## config.mk

```make
export PLATFORM = sky130hd
export DESIGN_NAME = seq_multiplier_flat
export DESIGN_NICKNAME = d
export VERILOG_FILES = /design/src/rtl/seq_multiplier_pkg.sv /design/src/rtl/seq_multiplier_if.sv /design/src/rtl/seq_multiplier_twos_negate.sv /design/src/rtl/seq_multiplier.sv /design/src/flat_wrapper.sv
export SDC_FILE = /design/constraint.sdc
export NUM_CORES = 1
export LEC_CHECK = 0
export ABC_AREA = 1
export CAP_MARGIN = 40
export CORE_MARGIN = 2
export CORE_UTILIZATION = 30
export DETAILED_ROUTE_END_ITERATION = 8
export GPL_TIMING_DRIVEN = 0
export HOLD_SLACK_MARGIN = 0.05
export SKIP_LAST_GASP = 1
export SLEW_MARGIN = 10
export SYNTH_ARGS = -nofsm -noshare
export SYNTH_HDL_FRONTEND = slang
export SYNTH_SLANG_ARGS = --single-unit
```

## constraint.sdc

```tcl
create_clock -name clk -period 2.1 [get_ports clk]
set_input_delay 0.21 -clock clk [delete_from_list [all_inputs] [get_ports clk]]
set_output_delay 0.21 -clock clk [all_outputs]
set_load 0.02 [all_outputs]
```

## src/rtl/seq_multiplier_pkg.sv

```systemverilog
// Shared types and constants for the iterative shift-add multiplier.
package seq_mult_pkg;

    // Controller states: latch operands in IDLE, iterate in RUN, publish result in FIN.
    typedef enum logic [1:0] {
        IDLE = 2'd0,
        RUN  = 2'd1,
        FIN  = 2'd2
    } state_t;

    localparam int MULT_WIDTH_DEFAULT = 32;

    // Magnitude of a default-width operand. The most negative value maps to
    // 2^(W-1), which still fits an unsigned W-bit result.
    function automatic logic [MULT_WIDTH_DEFAULT-1:0] sign_mag(
        input logic [MULT_WIDTH_DEFAULT-1:0] value,
        input logic                          is_signed
    );
        return (is_signed && value[MULT_WIDTH_DEFAULT-1])
            ? (~value + MULT_WIDTH_DEFAULT'(1))
            : value;
    endfunction

endpackage

```

## src/rtl/seq_multiplier_if.sv

```systemverilog
// Request/result bundle between the CPU control path and the multiplier.
//
// Handshake: the master raises start with operands valid; the request is taken
// on a rising edge only while the multiplier is idle, otherwise it is dropped
// (no queuing). done is a one-cycle pulse in the cycle hi/lo first show the new
// product; busy is low in that cycle, so a new start there is accepted.
interface seq_multiplier_if #(
    parameter int WIDTH = seq_mult_pkg::MULT_WIDTH_DEFAULT
) ();
    import seq_mult_pkg::*;

    logic             start;
    logic             is_signed;
    logic [WIDTH-1:0] op_a;
    logic [WIDTH-1:0] op_b;
    logic             busy;
    logic             done;
    logic [WIDTH-1:0] hi;
    logic [WIDTH-1:0] lo;
    state_t           dbg_state;

    modport master (
        output start, is_signed, op_a, op_b,
        input  busy, done, hi, lo, dbg_state
    );

    modport slave (
        input  start, is_signed, op_a, op_b,
        output busy, done, hi, lo, dbg_state
    );
endinterface

```

## src/rtl/seq_multiplier_twos_negate.sv

```systemverilog
// Combinational conditional two's-complement negate, used for operand
// magnitudes and for the final sign fix of the double-width product.
module twos_negate #(
    parameter int W = 32
) (
    input  logic         i_neg,
    input  logic [W-1:0] i_value,
    output logic [W-1:0] o_value
);
    assign o_value = i_neg ? (~i_value + W'(1)) : i_value;
endmodule

```

## src/rtl/seq_multiplier.sv

```systemverilog
// Iterative shift-add multiplier (MULT/MULTU), one product bit per cycle.
// Operands are reduced to magnitudes, multiplied unsigned, and the 2*WIDTH
// product is negated at the end when the operand signs differ.
// Build option: define SEQ_MULT_EARLY_TERM_EN to leave RUN as soon as the
// remaining multiplier bits are all zero; otherwise latency is fixed.
module seq_multiplier
    import seq_mult_pkg::*;
#(
    parameter int WIDTH = MULT_WIDTH_DEFAULT,
    parameter int CNT_W = $clog2(WIDTH + 1)
) (
    input logic             clk,
    input logic             reset,
    seq_multiplier_if.slave bus
);
    localparam logic [CNT_W-1:0] LAST_ITER = CNT_W'(WIDTH - 1);

    state_t             r_state;
    logic [WIDTH-1:0]   r_mcand;
    logic [WIDTH-1:0]   r_mpl;
    logic [WIDTH:0]     r_acc;
    logic [CNT_W-1:0]   r_cnt;
    logic               r_neg;
    logic               r_busy;
    logic               r_done;
    logic [WIDTH-1:0]   r_hi;
    logic [WIDTH-1:0]   r_lo;

    logic               w_neg_a;
    logic               w_neg_b;
    logic [WIDTH-1:0]   w_mag_a;
    logic [WIDTH-1:0]   w_mag_b;
    logic [WIDTH:0]     w_sum;
    logic [2*WIDTH-1:0] w_raw;
    logic [2*WIDTH-1:0] w_aligned;
    logic [2*WIDTH-1:0] w_product;
    logic               w_last;

    assign w_neg_a = bus.is_signed & bus.op_a[WIDTH-1];
    assign w_neg_b = bus.is_signed & bus.op_b[WIDTH-1];

    twos_negate #(.W(WIDTH)) u_mag_a (
        .i_neg   (w_neg_a),
        .i_value (bus.op_a),
        .o_value (w_mag_a)
    );

    twos_negate #(.W(WIDTH)) u_mag_b (
        .i_neg   (w_neg_b),
        .i_value (bus.op_b),
        .o_value (w_mag_b)
    );

    // The accumulator is one bit wider than the multiplicand so the carry of
    // the add survives into the shift.
    assign w_sum = r_mpl[0] ? (r_acc + {1'b0, r_mcand}) : r_acc;

    // After the shift the accumulator MSB is always zero, so the product is
    // the low WIDTH accumulator bits on top of the multiplier register.
    assign w_raw = {r_acc[WIDTH-1:0], r_mpl};

`ifdef SEQ_MULT_EARLY_TERM_EN
    logic [WIDTH-1:0] r_rem;
    logic [CNT_W-1:0] w_shift;

    // Exit once the bits still to be consumed are all zero; further
    // iterations would only shift, so the product is realigned instead.
    assign w_last    = (r_cnt == LAST_ITER) || (r_rem[WIDTH-1:1] == '0);
    assign w_shift   = CNT_W'(WIDTH) - r_cnt;
    assign w_aligned = w_raw >> w_shift;

    // Track the unconsumed multiplier bits alongside the main datapath.
    always_ff @(posedge clk) begin
        if (reset) begin
            r_rem <= '0;
        end else if (r_state == IDLE && bus.start) begin
            r_rem <= w_mag_b;
        end else if (r_state == RUN) begin
            r_rem <= r_rem >> 1;
        end
    end
`else
    assign w_last    = (r_cnt == LAST_ITER);
    assign w_aligned = w_raw;
`endif

    twos_negate #(.W(2 * WIDTH)) u_sign_fix (
        .i_neg   (r_neg),
        .i_value (w_aligned),
        .o_value (w_product)
    );

    // Controller and datapath: latch, iterate, then publish hi/lo in one edge.
    always_ff @(posedge clk) begin
        if (reset) begin
            r_state <= IDLE;
            r_mcand <= '0;
            r_mpl   <= '0;
            r_acc   <= '0;
            r_cnt   <= '0;
            r_neg   <= 1'b0;
            r_busy  <= 1'b0;
            r_done  <= 1'b0;
            r_hi    <= '0;
            r_lo    <= '0;
        end else begin
            r_done <= 1'b0;
            case (r_state)
                IDLE: begin
                    if (bus.start) begin
                        r_mcand <= w_mag_a;
                        r_mpl   <= w_mag_b;
                        r_neg   <= bus.is_signed & (bus.op_a[WIDTH-1] ^ bus.op_b[WIDTH-1]);
                        r_acc   <= '0;
                        r_cnt   <= '0;
                        r_state <= RUN;
                    end
                end
                RUN: begin
                    r_busy  <= 1'b1;
                    r_acc   <= {1'b0, w_sum[WIDTH:1]};
                    r_mpl   <= {w_sum[0], r_mpl[WIDTH-1:1]};
                    r_cnt   <= r_cnt + CNT_W'(1);
                    if (w_last) begin
                        r_state <= FIN;
                    end
                end
                FIN: begin
                    r_hi    <= w_product[2*WIDTH-1:WIDTH];
                    r_lo    <= w_product[WIDTH-1:0];
                    r_done  <= 1'b1;
                    r_busy  <= 1'b0;
                    r_state <= IDLE;
                end
                default: begin
                    r_state <= IDLE;
                end
            endcase
        end
    end

    assign bus.busy      = r_busy;
    assign bus.done      = r_done;
    assign bus.hi        = r_hi;
    assign bus.lo        = r_lo;
    assign bus.dbg_state = r_state;

endmodule

```

## src/flat_wrapper.sv

```systemverilog
// flat-port wrapper written by rule: the top's interface ports become plain ports
module seq_multiplier_flat import seq_mult_pkg::*;
#(
    parameter int WIDTH = MULT_WIDTH_DEFAULT,
    parameter int CNT_W = $clog2(WIDTH + 1)
)
  (clk, reset, bus_start, bus_is_signed, bus_op_a, bus_op_b, bus_busy, bus_done, bus_hi, bus_lo, bus_dbg_state);
  seq_multiplier_if #(.WIDTH(WIDTH)) bus_i ();
  input logic clk;
  input logic reset;
  input wire logic [$bits(bus_i.start)-1:0] bus_start;
  input wire logic [$bits(bus_i.is_signed)-1:0] bus_is_signed;
  input wire logic [$bits(bus_i.op_a)-1:0] bus_op_a;
  input wire logic [$bits(bus_i.op_b)-1:0] bus_op_b;
  output wire logic [$bits(bus_i.busy)-1:0] bus_busy;
  output wire logic [$bits(bus_i.done)-1:0] bus_done;
  output wire logic [$bits(bus_i.hi)-1:0] bus_hi;
  output wire logic [$bits(bus_i.lo)-1:0] bus_lo;
  output wire logic [$bits(bus_i.dbg_state)-1:0] bus_dbg_state;
  assign bus_i.start = bus_start;
  assign bus_i.is_signed = bus_is_signed;
  assign bus_i.op_a = bus_op_a;
  assign bus_i.op_b = bus_op_b;
  assign bus_busy = bus_i.busy;
  assign bus_done = bus_i.done;
  assign bus_hi = bus_i.hi;
  assign bus_lo = bus_i.lo;
  assign bus_dbg_state = bus_i.dbg_state;
  seq_multiplier #(.WIDTH(WIDTH), .CNT_W(CNT_W)) u_core (.clk(clk), .reset(reset), .bus(bus_i));
endmodule
```

After elaboration in Yosys (flattened, before gate mapping)
Cells that the tools add are included.
{"block": "op_classes", "n_addsub": 5, "n_eq_ne": 5, "mux": 15, "bitwise": 7, "n_reduce_logical": 6}
{"op": "2-to-1 mux 32 bit", "count": 3}
{"op": "2-to-1 mux 33 bit", "count": 2}
{"op": "case mux 33 bit (2 select lines)", "count": 1}
{"op": "adder 32 x 1 -> 32 bit (second input constant)", "count": 2}
{"op": "adder 64 x 1 -> 64 bit (second input constant)", "count": 1}
{"op": "2-to-1 mux 64 bit", "count": 1}
{"op": "NOT 32 bit", "count": 2}
{"op": "NOT 64 bit", "count": 1}
{"op": "case mux 32 bit (2 select lines)", "count": 1}
{"op": "adder 33 x 32 -> 33 bit", "count": 1}
{"op": "case mux 6 bit (2 select lines)", "count": 1}
{"op": "adder 6 x 1 -> 6 bit (second input constant)", "count": 1}
{"op": "equality test 6 x 5 -> 1 bit (second input constant)", "count": 1}
{"op": "2-to-1 mux 6 bit", "count": 1}
{"op": "AND reduction 2 bit", "count": 3}
{"op": "2-to-1 mux 2 bit", "count": 2}
{"op": "case mux 2 bit (2 select lines)", "count": 1}
{"op": "nonzero test 2 bit", "count": 2}
{"op": "AND 1 bit", "count": 3}
{"op": "equality test 2 x 1 -> 1 bit (second input constant)", "count": 1}
{"op": "equality test 2 bit (second input constant)", "count": 1}
{"op": "zero test 2 bit", "count": 1}
{"op": "!= test 2 x 1 -> 1 bit (second input constant)", "count": 1}
{"op": "!= test 2 bit (second input constant)", "count": 1}
{"op": "3 further kinds", "count": 3}
{"block": "word_totals", "ff_bits": 172, "inputBits": 68, "wordCells": 48}

Logic depth before layout (Yosys ltp)
Gate-level depths: netlist of the first run.
{"block": "depth", "word_depth": 5, "depth_mapped": 17}

Modules after synthesis
A second synthesis of the first run with hierarchy kept.
{"block": "unflattened", "cells_unflattened": 2335, "hier_area_um2": 13588.0}
{"module": "seq_multiplier", "instances": 1, "cells_each": 1383, "area_per_inst_um2": 8904.8}
{"module": "twos_negate at u_core.u_sign_fix", "instances": 1, "cells_each": 498, "area_per_inst_um2": 2466.1}
{"module": "twos_negate at u_core.u_mag_a ...", "instances": 2, "cells_each": 227, "area_per_inst_um2": 1108.6}

Worst setup path before layout of the first run
OpenSTA, ideal clock, no wires.
{"block": "synth_timing", "path_type": "register to register", "startpoint": "register u_core.r_mpl[0]", "endpoint": "register u_core.r_hi[18], in the netlist u_core.bus.hi[18]", "setup_ns": 0.109, "arrival_time_ns": 2.043, "required_time_ns": 1.991, "setup_slack_ns": -0.052, "stages_incl_launch_ff": 16, "n_path_buf": 2, "cell_sequence": "dfxtp_1 > inv_1 > clkbuf_1 > clkbuf_1 > ha_1 > nand2_2 > clkinv_2 > nand2_4 > nor2_8 > nand2_4 > o21ai_4 > nand3_1 > nand2_1 > nand3_1 > nand2_1 > inv_1"}
{"block": "synth_via", "elab_chain_cells": 3}
{"element": "from (decl)", "line_no": "seq_multiplier.sv:20", "rtl": "logic [WIDTH-1:0] r_mpl;"}
{"element": "from (signal assigned)", "line_no": "seq_multiplier.sv:112", "rtl": "r_mpl <= w_mag_b;"}
{"element": "from (signal assigned)", "line_no": "seq_multiplier.sv:122", "rtl": "r_mpl <= {w_sum[0], r_mpl[WIDTH-1:1]};"}
{"element": "NOT 64 bit", "line_no": "seq_multiplier_twos_negate.sv:10", "rtl": "assign o_value = i_neg ? (~i_value + W'(1)) : i_value;"}
{"element": "adder 64 x 1 -> 64 bit", "line_no": "seq_multiplier_twos_negate.sv:10"}
{"element": "2-to-1 mux 64 bit", "line_no": "seq_multiplier_twos_negate.sv:10"}
{"element": "to (signal assigned)", "line_no": "seq_multiplier.sv:129", "rtl": "r_hi <= w_product[2*WIDTH-1:WIDTH];"}
{"element": "to (decl)", "line_no": "seq_multiplier.sv:26", "rtl": "logic [WIDTH-1:0] r_hi;"}
Every way passes these cells.
A chain may end at the register's enable or synchronous reset.

Worst setup path after layout of the first run
{"block": "layout_timing", "startpoint": "register u_core.r_mpl[3]", "endpoint": "register u_core.r_hi[18], in the netlist u_core.bus.hi[18]"}
Same word-level chain as after synthesis.

==> results of run 1 <==
==> per-stage QoR <==
step	hold WS (ns)	setup TNS [ns]
6_report	0.374	0
5_1_grt	0.386	-0.347
4_1_cts	0.357	-0.361
3_5_place_dp	0.477	-43.03
3_3_place_gp	0.473	-43.11
2_1_floorplan	0.361	0
==> area by class of cell <==
type	instances	area (um^2)	share of cell area [%]
buffer	77	355	2.17
multi-input combinational	1668	8560	52.3
tap	546	683	4.17
clock buffer	17	425	2.60
clock inverter	14	163	0.994
timing repair buffer	160	1590	9.72
sequential	171	3480	21.2
inverter	294	1110	6.80
==> where the power goes <==
group          internal, mW  switching, mW  total, mW  leakage (nW)
Combinational          3.98           7.85       11.8          5.67
Sequential             4.20           1.05       5.25          1.41
Clock                  1.78           1.49       3.27         0.281
Total                  9.96           10.4       20.3          7.37
==> worst reg2reg max path, stage by stage (launching register included) <==
cell and delay (ns):
dfxtp_1 0.44, nor2_2 0.18, nand2_4 0.11, clkinv_2 0.09, nand2_4 0.08, nor2_8 0.18
nand2_4 0.08, o21ai_4 0.24, buf_12 0.16, nand3_1 0.08, nand2_1 0.10, nand3_2 0.09
nand2_1 0.08, inv_1 0.03
==> cell families after synthesis <==
| logic type | synth area share, % |
|---|---|
| AND/OR/NAND/NOR | 37.2 |
| AO/OA/AOI/OAI | 17.0 |
| buffers and inverters | 11.0 |
| flip-flops | 26.5 |
| XOR/XNOR | 4.40 |
| adder cells (fa/ha/maj) | 3.93 |
==> what timing repair did <==
item / in CTS / in global routing
setup endpoints to repair: 144 / 107
endpoints found under the hold margin: 0 / 0
cloned: 0 / 1
pin swaps: 5 / 18
buffers inserted: 6 / 18
gates resized for setup: 62 / 133
==> layer usage <==
layer  global-route usage, %  share of wire (%)  wire length (um)
met5                       0                  0                 0
met4                    5.12                1.7               909
met3                    2.54                5.8              3140
met2                    40.0                 46             24700
met1                    33.7                 47             25300
==> final timing paths <==
path                       endpoint  slack, ns
setup / recovery  u_core.bus.hi[18]       0.06
setup reg to reg  u_core.bus.hi[18]       0.06
hold reg to reg    u_core.r_mpl[29]       0.49
hold / removal    u_core.r_mcand[0]       0.37
==> synth_stat cells (4+ instances only) <==
| master | count |
|---|---|
| a21oi_1 | 211 |
| a31oi_1 | 4 |
| and3_1 | 4 |
| buf_1 | 7 |
| buf_2 | 13 |
| clkbuf_1 | 60 |
| dfxtp_1 | 171 |
| ha_1 | 39 |
| inv_1 | 287 |
| nand2_1 | 612 |
| nand2_2 | 4 |
| nand3_1 | 154 |
| nand4_1 | 43 |
| nor2_1 | 298 |
| nor2_2 | 9 |
| nor3_1 | 13 |
| o211ai_1 | 29 |
| o21ai_0 | 129 |
| o21ai_1 | 10 |
| o221ai_1 | 5 |
| o31ai_1 | 4 |
| or2_2 | 5 |
| xnor2_1 | 12 |
| xor2_1 | 53 |
==> flip-flops by register name, summed over array words and instances (netlist names) <==
register	cells
u_core.r_mpl	32
u_core.r_cnt	6
u_core.r_neg	1
u_core.bus.done	1
u_core.bus.dbg_state	2
u_core.r_mcand	32
u_core.bus.lo	32
u_core.bus.hi	32
u_core.bus.busy	1
u_core.r_acc	32
==> layout by cell type, fill, tap and decap left out, types with 41 or more instances in the layout <==
| cell type | Yosys | final |
|---|---|---|
| xor2_1 | 53 | 52 |
| clkdlybuf4s50_1 | 0 | 134 |
| nand3_1 | 154 | 136 |
| dfxtp_1 | 171 | 140 |
| nand2_1 | 612 | 595 |
| inv_1 | 287 | 281 |
| a21oi_1 | 211 | 202 |
| nor2_1 | 298 | 280 |
| o21ai_0 | 129 | 125 |
| clkbuf_1 | 60 | 41 |
| nand4_1 | 43 | 43 |
==> results_dict.tcl, run 1 <==
set metrics [dict create \
    syn_nets 2322 \
    grt_usage_pct 24.1 \
    worst_path_most_repeated_cell "nand2_4" \
    clock_skew_ns 0.0167 \
    first_global_vias 13900 \
    dp.cells 2895 \
    die_area_um2 44800 \
    antenna_found_initial 0 \
    drc 0 \
    synthCells 2214 \
    cp_top_family "simple AND/OR/NAND/NOR gates" \
    cap_violations 0 \
    tightest_slew_ns 0.874 \
    crit_path_max_fanout 5 \
    cp-startpoint "u_core.r_mpl[3]" \
    required_ns 2.46 \
    cp_cell_sequence "nor2_2 > nand2_4 > clkinv_2 > nand2_4 > nor2_8 > nand2_4 > o21ai_4 > buf_12 > nand3_1 > nand2_1 > nand3_2 > nand2_1 > inv_1" \
    critPathMaxStageDelay_ns 0.44 \
    power_density_nw_per_um2 1240 \
    clockBufferDepth 2 \
    grt_max_degree 17 \
    drive_gt1_share_pct 10.2 \
    final_area_um2 16400 \
    post-route-period-util_pct 96.9 \
    hold_buffers 0 \
    grt_pass1_wl_um 81900 \
    hold_path_depth 3 \
    insertion_delay_ns 0.46 \
    areaGrowthSynthToFinish_pct 26.6 \
    r2r_start "u_core.r_mpl[3]" \
    hold_path.class "primary input to flop" \
    synth_edf_count 0 \
    vias 14900 \
    seq_area_frac_synth_pct 26.5 \
    antenna_left 0 \
    reg2reg_depth 13 \
    placed_area_um2 15000 \
    grt_overflow 0 \
    ys.warnings.count 0 \
    via_per_inst 5.06 \
    hold_path_startpoint "bus_op_a[0]" \
    dpl.hpwl_um 44500 \
    synth_area_um2 12900 \
    critPathKind "flop to flop" \
    port_buffers 134 \
    ctsRootBufferMaster "clkbuf_16" \
    cts_buffers 17 \
    start_kind "flop" \
    clkTransAtPathRegs_ns 0.07 \
    outcome "finished clean" \
    p_leak_nw 7.37 \
    slew_headroom_pct 41.7 \
    instances_no_fill 2947 \
    finalPower_mw 20.3 \
    ys.flop_type "dfxtp_1" \
    nNetsFinal 2497 \
    core_region_area_um2 42800 \
    die_h_um 212 \
    pin_count 136 \
    synth.largest_area_cell "dfxtp_1" \
    drt_pre_antenna_iters 5 \
    ys_top_cells_by_area "dfxtp_1, nand2_1, nor2_1" \
    pre_cts_ws_ns -0.690 \
    slew_viol_final 0 \
    fin_crit_ns 2.04 \
    rows 76 \
    die_w_um 212 \
    finalSetupViolations 0 \
    slowest_stage "dfxtp_1" \
    cts_tree "built" \
    hold_viol 0 \
    cp.depth 13 \
    cts_sinks 171 \
    cp_data_arrival_time_ns 2.39 \
    wl_um 54100 \
    wl_per_cell_um 18.4 \
    path_buf_inv 3 \
    syn_avg_cell_area_um2 5.84 \
    yosys.area.top_type_share_pct 26.5 \
    irDropWorstVdd_mv 0.530 \
    synthDistinctLibCells 45 \
    gp_routability_congestion 0.969 \
    max_clock_freq_ghz 0.491 \
    rsz0062_at_grt "true" \
    ys_ff_latch 171 \
    async_flop_share_pct 0 \
    htreeDepth 4 \
    setup_slack_ns 0.0644 \
    fill_cells 4725 \
    drtIter0Drc 1312 \
    post-route-util_pct 38.2 \
    initial_utilization_pct 30.2 \
    end_kind "flop" \
    diodes 0 \
]
(Power assumes the default switching activity.)
==> run 2: changes to the inputs <==
SKIP_CTS_REPAIR_TIMING = 1   (was unset)
==> run 2 against run 1 <==
Against the previous run:
- first-iteration DRC count fell by 5.3%
- design area increased by 0.48%
- count of clock-buffer cells in the layout stayed put
- critical path depth increased by 2
- non-clock buffer count is 1 higher
- highest routed layer unchanged
- maximum frequency fell by 1.5%
- setup slack got worse by 0.032 ns
- utilization up 0.18 points
- cell count is essentially flat
- critical endpoint unchanged
- die area is the same
- power is 1.3% higher
==> results_dict.tcl, run 2 (synthesized netlist as in run 1, its figures left out) <==
set metrics [dict create \
    outcome "finished clean" \
    required_ns 2.46 \
    finalSetupViolations 0 \
    hold_end "u_core.r_mcand[0]" \
    reg2reg_depth 15 \
    post-route-period-util_pct 98.4 \
    vias 14900 \
    rows 76 \
    dpl.hpwl_um 44500 \
    cap_violations 0 \
    instances_no_fill 2948 \
    critPathKind "flop to flop" \
    grt_overflow 0 \
    hold_path.class "primary input to flop" \
    irDropWorstVdd_mv 0.516 \
    cp_data_arrival_time_ns 2.43 \
    p_sw_mw 10.5 \
    p_leak_nw 7.39 \
    fin_crit_ns 2.07 \
    dp.cells 2895 \
    drive_gt1_share_pct 10.4 \
    hold_path_depth 3 \
    slew_viol_final 0 \
    gp_routability_congestion 0.969 \
    grt_usage_pct 24.0 \
    reg2reg_slack_ns 0.03 \
    cts_tree "built" \
    hold_viol 0 \
    clockBufferDepth 2 \
    cts_sinks 171 \
    drc 0 \
    antenna_found_initial 0 \
    diodes 0 \
    power_frac_seq_pct 25.6 \
    timing.rr.end "u_core.bus.hi[18]" \
    wl_um 54300 \
    holdWs_ns 0.370 \
    port_buffers 134 \
    via_per_inst 5.05 \
    die_h_um 212 \
    grt_pass1_wl_um 81700 \
    die_w_um 212 \
    switching_share_pct 51.0 \
    nNetsFinal 2498 \
    max_clock_freq_ghz 0.484 \
    layout_commonest_cell "nand2_1" \
    crit_path_max_fanout 6 \
    antenna_left 0 \
    end_kind "flop" \
    first_global_vias 13900 \
    cts_buffers 17 \
    power_density_nw_per_um2 1250 \
    pwr-share-comb_pct 58.5 \
    insertion_delay_ns 0.46 \
    htreeDepth 4 \
    areaGrowthSynthToFinish_pct 27.2 \
    pin_count 136 \
    clock_skew_ns 0.0156 \
    die_area_um2 44800 \
    drt_pre_antenna_iters 5 \
    start_kind "flop" \
    fill_cells 4711 \
    final_cell_mix "nand2_1, inv_1, nor2_1" \
    final.setup.tns_ns 0 \
    wl_per_cell_um 18.4 \
    slew_headroom_pct 38.7 \
    initial_utilization_pct 30.2 \
    clkPwrFrac_pct 15.9 \
    core_region_area_um2 42800 \
    ctsRootBufferMaster "clkbuf_16" \
    post-route-util_pct 38.4 \
    hold_path_startpoint "bus_op_a[0]" \
    tightest_slew_ns 0.920 \
    r2r_start "u_core.r_mpl[0]" \
    grt_max_degree 17 \
    drtIter0Drc 1243 \
    rsz0062_at_grt "true" \
    power.internal_mw 10.1 \
    clkTransAtPathRegs_ns 0.07 \
]
==> run 2: how the worst max path moves through the flow <==
stage,start,end,cells past startpoint
6_report,u_core.r_mpl[0],u_core.bus.hi[18],15
5_1_grt,u_core.r_acc[1],u_core.r_acc[27],13
2_1_floorplan,u_core.r_mpl[0],u_core.bus.hi[18],15
3_3_place_gp,u_core.r_mpl[0],u_core.bus.hi[12],15
3_5_place_dp,u_core.r_mpl[0],u_core.bus.hi[12],15
4_1_cts,u_core.r_mpl[0],u_core.bus.hi[12],15
==> run 2: per-layer routing <==
metal / wire [um] / track usage [%] / share of wire (%) / vias to the layer above
met2: 24800 / 39.8 / 46 / 488
met1: 25600 / 33.7 / 47 / 6878
li1: - / - / - / 7478
met4: 922 / 5.17 / 1.7 / 0
met3: 3060 / 2.40 / 5.6 / 44
met5: 0 / 0 / 0 / -
==> run 2: area by class of cell <==
class / count / area (um^2) / share of cell area, %
multi-input combinational: 1668 / 8610 / 52.4
timing repair buffer: 160 / 1590 / 9.65
clock buffer: 17 / 425 / 2.59
buffer: 78 / 378 / 2.30
inverter: 294 / 1120 / 6.81
tap: 546 / 683 / 4.15
sequential: 171 / 3480 / 21.2
clock inverter: 14 / 163 / 0.989
==> run 2: through the flow <==
stage,setup slack [ns],power (mW),area [um^2]
after floorplan,0.0144,11.9,12900
after global placement,-0.723,16.0,15000
after detailed placement,-0.690,16.0,15000
after CTS,-0.710,19.3,15600
after global routing,-0.0572,22.0,16400
final,0.0329,20.6,16400
==> run 2: power groups by stage <==
| stage | clock, mW | combinational (mW) | sequential [mW] |
|---|---|---|---|
| final | 3.27 | 12.1 | 5.28 |
| after global routing | 3.44 | 13.2 | 5.36 |
| after CTS | 3.31 | 10.9 | 5.14 |
| after detailed placement | 0 | 10.8 | 5.21 |
| after global placement | 0 | 10.8 | 5.19 |
| after floorplan | 0 | 6.58 | 5.31 |
==> run 2: worst max-delay path, stage by stage, from the launching register on <==
cell and delay [ns]:
dfxtp_4 0.37, inv_6 0.07, buf_8 0.10, ha_4 0.16, nand2_8 0.08, inv_8 0.07, nand2_8 0.06, nor2_8 0.17
nand2_4 0.07, o21ai_4 0.25, buf_12 0.16, nand3_1 0.08, nand2_1 0.10, nand3_2 0.10, nand2_1 0.08, inv_1 0.03
==> run 3: changes to the inputs <==
ABC_AREA = unset   (was 1)
SKIP_LAST_GASP = unset   (was 1)
==> run 3 against run 2 <==
Against the previous run:
- the flow now finishes with violations (negative setup slack)
- utilization rose by 5.7 points
- power shrank 21%
- routed wire length is 26% lower
- maximum frequency decreased by 32%
- count of clock-buffer cells in the layout up 2
- first-iteration DRC count decreased by 20%
- clock skew decreased by 0.0017 ns
- critical path type unchanged
==> results_dict.tcl, run 3 <==
set metrics [dict create \
    outcome "finished, violations left" \
    violations "negative setup slack" \
    rsz0062_at_grt "true" \
    antenna_found_initial 0 \
    crit_path_max_fanout 6 \
    gp_routability_congestion 0.928 \
    finalSetupViolations 71 \
    critPathKind "flop to flop" \
    grt_max_degree 17 \
    p_leak_nw 5.64 \
    max_clock_freq_ghz 0.327 \
    synthDistinctLibCells 60 \
    fin_crit_ns 3.05 \
    reg2reg_slack_ns -0.95 \
    initial_utilization_pct 30.3 \
    slew_headroom_pct 43.6 \
    drtIter0Drc 991 \
    wl_per_cell_um 19.5 \
    grt_overflow 0 \
    die_area_um2 37200 \
    cp_data_arrival_time_ns 3.37 \
    via_per_inst 5.52 \
    required_ns 2.41 \
    ys.warnings.count 0 \
    cts_sinks 171 \
    seq_area_frac_synth_pct 32.0 \
    rows 69 \
    tightest_slew_ns 0.846 \
    end_kind "flop" \
    synthMostInstantiatedCell "nor2_1" \
    wl_um 40100 \
    ys.flop_type "dfxtp_1" \
    synth.largest_area_cell "dfxtp_1" \
    r2r_start "u_core.r_mpl[17]" \
    clock_skew_ns 0.0139 \
    nNetsFinal 1696 \
    drive_gt1_share_pct 24.3 \
    cap_violations 0 \
    die_w_um 193 \
    cts_tree "built" \
    power_density_nw_per_um2 1050 \
    clkTransAtPathRegs_ns 0.07 \
    diodes 0 \
    grt_pass1_wl_um 56500 \
    insertion_delay_ns 0.45 \
    instances_no_fill 2062 \
    reg2reg_depth 10 \
    crit_end "u_core.bus.hi[26]" \
    setup_slack_ns -0.955 \
    grt_usage_pct 19.5 \
    areaGrowthSynthToFinish_pct 45.9 \
    final.setup.tns_ns -31.78 \
    clockBufferDepth 2 \
    final_area_um2 15600 \
    timing.rr.end "u_core.bus.hi[26]" \
    synthCells 1367 \
    first_global_vias 9989 \
    ctsRootBufferMaster "clkbuf_16" \
    synth_edf_count 0 \
    cts_buffers 17 \
    hold_viol 0 \
    slew_viol_final 0 \
    start_kind "flop" \
    hold_path.class "primary input to flop" \
    pin_count 136 \
    drc 0 \
    syn_avg_cell_area_um2 7.82 \
    dp.cells 1963 \
    die_h_um 193 \
    async_flop_share_pct 0 \
    synth_area_um2 10700 \
    port_buffers 135 \
    final_cell_mix "nor2_1, dfxtp_1, clkdlybuf4s50_1" \
    dpl.hpwl_um 29200 \
    irDropWorstVdd_mv 0.580 \
    finalPower_mw 16.4 \
    cp-startpoint "u_core.r_mpl[17]" \
    drt_pre_antenna_iters 7 \
    ys_top_cells_by_area "dfxtp_1, xor2_1, nor2_1" \
    synth_commonest_cells "nor2_1, dfxtp_1, nand2_1, a21oi_1, clkbuf_1" \
    antenna_left 0 \
    post-route-period-util_pct 145 \
    post-route-util_pct 44.2 \
    ys_ff_latch 171 \
    core_region_area_um2 35300 \
    layout_commonest_cell "nor2_1" \
    hold_path_startpoint "bus_op_a[1]" \
    htreeDepth 4 \
    syn_nets 1475 \
    vias 11400 \
    placed_area_um2 12900 \
    yosys.area.top_type_share_pct 32.0 \
]
run 3: cell count changes in the layout (fill, tap and decap cells not counted), sizes merged, moves of 67 or more:
| cell | change |
|---|---|
| nand2 | -491 |
| inv | -267 |
| a21oi | -118 |
| nor2 | -132 |
| o21ai | -67 |
| nand3 | -131 |
| a211oi | +72 |
run 3: kinds of logic (layout without fill, tap and decap cells):
family	after synthesis	in the layout	share of synthesized area, %
and+or+nand+nor	474	474	20.6
AOI/OAI and AO/OA	396	396	24.5
DFF	171	171	32.0
xor gates and xnor gates	140	140	11.5
buffers and inverters	121	355	4.26
adders and majority gates	40	40	4.75
muxes	25	25	2.34
run 3: metal layers:
layer	vias up	GRT usage, %	part of all wire [%]
li1	5409	-	-
met1	5468	28.2	46
met2	437	30.4	45
met3	72	2.64	6.6
met4	0	5.05	1.7
met5	-	0	0
run 3: critical path, stage by stage, from the launching register on:
cell and delay (ns):
dfxtp_1 0.39, or4_4 0.53, or4_4 0.48, nor4_4 0.25
buf_6 0.20, buf_6 0.12, nand4_1 0.18, or2_4 0.33
o21ai_2 0.14, xor2_1 0.21, a211oi_1 0.09
run 3: through the flow:
| stage | worst slack [ns] | hold slack, ns |
|---|---|---|
| 2_1_floorplan | -0.553 | 0.346 |
| 3_3_place_gp | -1.04 | 0.447 |
| 3_5_place_dp | -1.05 | 0.460 |
| 4_1_cts | -1.05 | 0.453 |
| 5_1_grt | -1.02 | 0.132 |
| 6_report | -0.955 | 0.109 |
run 3: final cells by class:
type | count | area (um^2)
Buffer | 86 | 449
Clock buffer | 19 | 443
Clock inverter | 13 | 156
Fill cell | 3393 | 19700
Inverter | 24 | 92.6
Multi-Input combinational cell | 1075 | 8290
Sequential cell | 171 | 3530
Tap cell | 461 | 577
Timing Repair Buffer | 213 | 2050
run 3: power by group:
part | switching, mW | internal (mW) | leakage [nW]
Clock | 1.50 | 1.82 | 0.281
Sequential | 0.928 | 4.00 | 1.42
Combinational | 4.74 | 3.39 | 3.94
Total | 7.16 | 9.21 | 5.64
run 3: worst min path at each step:
stage,endpoint,slack (ns),cells after the start
after CTS,u_core.r_mcand[1],0.45,3
after global placement,u_core.r_mcand[29],0.45,2
final,u_core.r_mcand[1],0.11,3
after floorplan,u_core.r_mcand[0],0.35,2
after global routing,u_core.r_mcand[1],0.13,3
after detailed placement,u_core.r_mcand[29],0.46,2
